[src/rtl/gate_sequencer.sv]
// Drives a 2-input gate through all four input vectors, waits SETTLE cycles per vector,
// and captures y into result. The optional checker is enabled with GATE_SEQUENCER_CHECK_EN.
module gate_sequencer #(
    parameter int unsigned SETTLE = 3,
    parameter logic [3:0]  EXP    = 4'b1000
) (
    input  logic       clk,
    input  logic       rst,
    input  logic       start,
    input  logic       abort,
    input  logic       y,
    output logic       a,
    output logic       b,
    output logic       busy,
    output logic       done,
    output logic [3:0] result,
    output logic       pass,
    output logic [2:0] err_cnt
);

    typedef enum logic [1:0] {
        ST_IDLE,
        ST_SETTLE,
        ST_SAMPLE,
        ST_DONE
    } state_t;

    localparam logic [3:0] CNT_LAST = 4'(SETTLE - 1);

    state_t     state_q, state_d;
    logic [1:0] idx_q, idx_d;
    logic [3:0] cnt_q, cnt_d;
    logic [3:0] result_q, result_d;

    logic accept;
    logic sample_edge;

    assign accept      = (state_q == ST_IDLE) && start && !abort;
    assign sample_edge = (state_q == ST_SAMPLE) && !abort;

    always_ff @(posedge clk or posedge rst) begin
        if (rst) begin
            state_q  <= ST_IDLE;
            idx_q    <= 2'd0;
            cnt_q    <= 4'd0;
            result_q <= 4'd0;
        end else begin
            state_q  <= state_d;
            idx_q    <= idx_d;
            cnt_q    <= cnt_d;
            result_q <= result_d;
        end
    end

    always_comb begin
        state_d  = state_q;
        idx_d    = idx_q;
        cnt_d    = cnt_q;
        result_d = result_q;
        case (state_q)
            ST_IDLE: begin
                if (accept) begin
                    state_d  = ST_SETTLE;
                    idx_d    = 2'd0;
                    cnt_d    = 4'd0;
                    result_d = 4'd0;
                end
            end
            ST_SETTLE: begin
                if (abort) begin
                    state_d = ST_IDLE;
                end else begin
                    cnt_d = cnt_q + 4'd1;
                    if (cnt_q == CNT_LAST) begin
                        state_d = ST_SAMPLE;
                    end
                end
            end
            ST_SAMPLE: begin
                if (abort) begin
                    state_d = ST_IDLE;
                end else begin
                    result_d[idx_q] = y;
                    // idx stays at 3 after the last vector rather than wrapping
                    if (idx_q != 2'd3) begin
                        idx_d   = idx_q + 2'd1;
                        cnt_d   = 4'd0;
                        state_d = ST_SETTLE;
                    end else begin
                        state_d = ST_DONE;
                    end
                end
            end
            ST_DONE: begin
                state_d = ST_IDLE;
            end
            default: begin
                state_d = ST_IDLE;
            end
        endcase
    end

    assign busy   = (state_q == ST_SETTLE) || (state_q == ST_SAMPLE);
    assign done   = (state_q == ST_DONE);
    assign a      = busy & idx_q[1];
    assign b      = busy & idx_q[0];
    assign result = result_q;

`ifdef GATE_SEQUENCER_CHECK_EN
    logic [2:0] err_q, err_d;
    logic       pass_q, pass_d;

    always_ff @(posedge clk or posedge rst) begin
        if (rst) begin
            err_q  <= 3'd0;
            pass_q <= 1'b0;
        end else begin
            err_q  <= err_d;
            pass_q <= pass_d;
        end
    end

    always_comb begin
        err_d  = err_q;
        pass_d = pass_q;
        if (accept) begin
            err_d  = 3'd0;
            pass_d = 1'b0;
        end
        if (sample_edge) begin
            if (y != EXP[idx_q]) begin
                err_d = err_q + 3'd1;
            end
            // pass reflects the count including this final sample
            if (idx_q == 2'd3) begin
                pass_d = (err_d == 3'd0);
            end
        end
    end

    assign err_cnt = err_q;
    assign pass    = pass_q;
`else
    assign err_cnt = 3'd0;
    assign pass    = 1'b0;
`endif

endmodule
[config.mk]
export PLATFORM = sky130hd
export DESIGN_NAME = gate_sequencer
export DESIGN_NICKNAME = d
export VERILOG_FILES = /design/src/rtl/gate_sequencer.sv
export SDC_FILE = /design/constraint.sdc
export NUM_CORES = 1
export LEC_CHECK = 0
export BUFFER_PORTS_ARGS = -buffer_cell sky130_fd_sc_hd__buf_2
export CORE_ASPECT_RATIO = 1.4
export CORE_MARGIN = 4
export CORE_UTILIZATION = 35
export DETAILED_ROUTE_END_ITERATION = 7
export PLACE_DENSITY = 0.58
export SLEW_MARGIN = 20
export SYNTH_ARGS = -nofsm -noshare
export SYNTH_HDL_FRONTEND = slang
export SYNTH_SLANG_ARGS = --single-unit
export TNS_END_PERCENT = 5
[constraint.sdc]
create_clock -name clk -period 1.8 [get_ports clk]
set_clock_uncertainty 0.1 [all_clocks]
set_input_delay 0.36 -clock clk [delete_from_list [all_inputs] [get_ports clk]]
set_output_delay 0.36 -clock clk [all_outputs]
set_load 0.005 [all_outputs]
==> results.py <==
metrics = {
    "status": {
        "status": "complete, but fails checks",
        "violations": "negative hold slack",
    },
    "setup_path": {
        "critical_path_class": "reg -> reg",
        "cp.arrival_ps": 1830,
        "end_kind": "register",
        "cpPeakStageDelay_ps": 430,
        "rr_endpoint": "cnt_q[3]$_DFFE_PP0P_",
        "r2r_start": "state_q[0]$_DFFE_PP0P_",
        "rrSetupSlack_ps": 50,
        "crit_chain": "inv_4 -> ha_2 -> a221oi_2 -> o21ai_2 -> or2_4 -> o31ai_2",
        "critPathTopFamily": "compound AO/OA/AOI/OAI gates",
        "timing.critical_path.buf_inv": 1,
        "rr_worst_depth": 6,
        "worstPathRequired_ps": 1890,
        "slowest_stage": "dfrtp_2",
        "startpoint_type": "register",
        "critPathMaxFanout": 4,
    },
    "yosys": {
        "yosysTopAreaCell": "dfrtp_1",
        "syn-mean-instance-area_sq_um": 9.10,
        "yosysUniqueCellTypes": 27,
        "yosysWarnings": 0,
        "synthMuxAreaShare": 0,
        "synth_fa_ha_area_frac": 0.161,
        "synthSimpleGateAreaFrac": 0.127,
        "ys_ff_latch": 12,
        "synthTopCellsByArea": "dfrtp_1, ha_1, inv_1",
        "seq_area_frac_synth": 0.351,
        "synthXorXnorAreaFrac": 0,
        "synth_top_area_share": 0.351,
        "synth_top_family_by_area": "compound AO/OA/AOI/OAI gates",
        "synth_compound_area_frac": 0.243,
        "synthesis.instances": 94,
        "syn_area_sq_um": 856,
    },
    "sta": {
        "timing.final.crit_period_ps": 1750,
        "period_share": 0.971,
        "setup_violations": 0,
        "max_clock_freq_ghz": 0.572,
        "finalHoldViolations": 12,
        "holdWs_ps": -15.6,
        "report.final.slew_viol_count": 0,
    },
    "worst_hold_path": {
        "worstHoldPathType": "in -> async",
    },
    "grt": {
        "top_usage_layer": "met2",
        "use_met2": 0.190,
        "overflow": 0,
        "grtUsageMet3": 0.0268,
        "track_usage": 0.116,
        "grt_pass1_vias": 637,
        "antenna_found_initial": 0,
        "globalRouteMet1Util": 0.140,
        "grt_first_pass_wirelength_mm": 2.84,
        "grt_max_degree": 13,
    },
    "pwr": {
        "p_sw_uw": 552,
        "p_sw_frac": 0.401,
        "p_clk_frac": 0.156,
        "intPower_uw": 823,
        "comb_power_share": 0.554,
        "seqPwrFrac": 0.290,
        "p_leak_uw": 0.000506,
        "ir_worst_vdd_uv": 686,
        "powerDensity_mw_per_mm2": 1310,
    },
    "floorplanning": {
        "core_area_sq_mm": 0.00225,
        "die_w_um": 49.8,
        "die_area_sq_mm": 0.00331,
        "io-pin-count": 17,
        "die-height_um": 66.5,
        "rows": 20,
        "initial_utilization": 0.380,
    },
    "route": {
        "drcViolationCount": 0,
        "ant_nets": 0,
        "drtIter0Drc": 21,
        "routedWlPerCell_um": 12.7,
        "vias_per_cell": 5.04,
        "drtPass1Iterations": 4,
        "wl_mm": 1.75,
        "vias": 696,
    },
    "clock_tree": {
        "clk_pin_slew_ps": 80,
        "clk_latency_ps": 270,
        "cts_buffers": 3,
        "clock_path_buffers": 2,
        "h-tree-depth": 1,
        "cts_tree": "yes",
        "cts_sinks": 12,
        "root_buffer": "clkbuf_4",
    },
    "cells_and_area": {
        "final_cell_mix": "inv_1, buf_2, dfrtp_1, buf_4",
        "drive_above_1_share": 0.328,
        "areaGrowthSynthToFinish_pct": 22.4,
        "fillCellCount": 235,
        "fin_util": 0.465,
        "finalInstanceArea_sq_mm": 0.00105,
        "diodes": 0,
        "num-nets-final": 133,
        "mostFrequentLayoutCell": "inv_1",
    },
    "flow_run": {
        "maxCapViolCount": 0,
    },
    "place": {
        "place_area_sq_um": 966,
        "place_congestion": 0.767,
        "dp_hpwl_mm": 1.42,
        "port-buffer-count": 12,
    },
}
-- what timing repair did --
| item | in CTS | in global routing |
|---|---|---|
| pin swaps | 0 | 1 |
| endpoints found under the setup margin | 2 | 7 |
| gates resized for setup | 2 | 8 |
| hold buffers | 0 | 0 |
| setup buffers | 0 | 1 |
-- power by group through the flow --
| stage | sequential, uW | combinational, uW | clock [uW] |
|---|---|---|---|
| global route | 408 | 868 | 240 |
| floorplan | 395 | 461 | 0 |
| detailed placement | 394 | 677 | 0 |
| CTS | 389 | 723 | 222 |
| global placement | 390 | 670 | 0 |
| finish | 398 | 762 | 214 |
-- final cells by class --
cell class,count,area [sq um],area share
clock buffer,4,36.3,0.0346
inverter,15,58.8,0.0562
multi-input combinational,65,503,0.480
sequential,12,302,0.288
tap,22,27.5,0.0263
timing repair buffer,20,120,0.115
-- state kept, by name, indices dropped and copies added (netlist names) --
name     count
cnt_q        4
result       4
state_q      2
idx_q        2
-- cells in the mapped netlist --
library cell  instances
o21ai_2               1
o22ai_1               6
a211o_2               1
dfrtp_1              12
nand3_1               1
buf_6                 1
conb_1                1
a211oi_1              1
or2_4                 1
nand4b_1              1
o31ai_2               1
nand2b_1              4
nor2_1                2
inv_1                15
buf_4                 4
ha_1                 11
a21oi_1               5
o31ai_1               1
and2_1                3
a221oi_2              1
o21ai_1               1
a21o_2                1
nand2_1               6
o21ai_0               7
nor2b_1               2
o41ai_1               1
a22o_1                3
-- cells by family after synthesis --
group | Yosys count
AO/OA/AOI/OAI | 30
flip-flops | 12
other | 1
AND/OR/NAND/NOR | 20
buffers and inverters | 20
adder cells (fa/ha/maj) | 11
-- stage by stage --
step                      total power, uW  instances  worst slack [ps]  setup TNS [ps]
final                                1370        138              52.9               0
after floorplan                       857         97              62.6               0
after global placement               1060        133              50.6               0
after CTS                            1330        137            -0.641          -0.641
after global routing                 1520        138             -23.0           -29.6
after detailed placement             1070        133              16.7               0
-- per-layer routing --
metal	share of wire	routed length, um
met5	0	0
met4	0.021	37
met3	0.039	69
met2	0.53	929
met1	0.41	718
-- worst max path at each step --
stage | from | end | slack (ps) | cells past startpoint
4_1_cts | state_q[0]$_DFFE_PP0P_ | a | -0.6 | 4
6_report | state_q[0]$_DFFE_PP0P_ | cnt_q[3]$_DFFE_PP0P_ | 50 | 6
3_3_place_gp | state_q[1]$_DFFE_PP0P_ | cnt_q[3]$_DFFE_PP0P_ | 50 | 6
2_1_floorplan | state_q[0]$_DFFE_PP0P_ | cnt_q[3]$_DFFE_PP0P_ | 60 | 7
5_1_grt | state_q[1]$_DFFE_PP0P_ | cnt_q[3]$_DFFE_PP0P_ | -20 | 6
3_5_place_dp | state_q[1]$_DFFE_PP0P_ | cnt_q[3]$_DFFE_PP0P_ | 20 | 6
No activity file was read; power rests on OpenSTA's default activity.
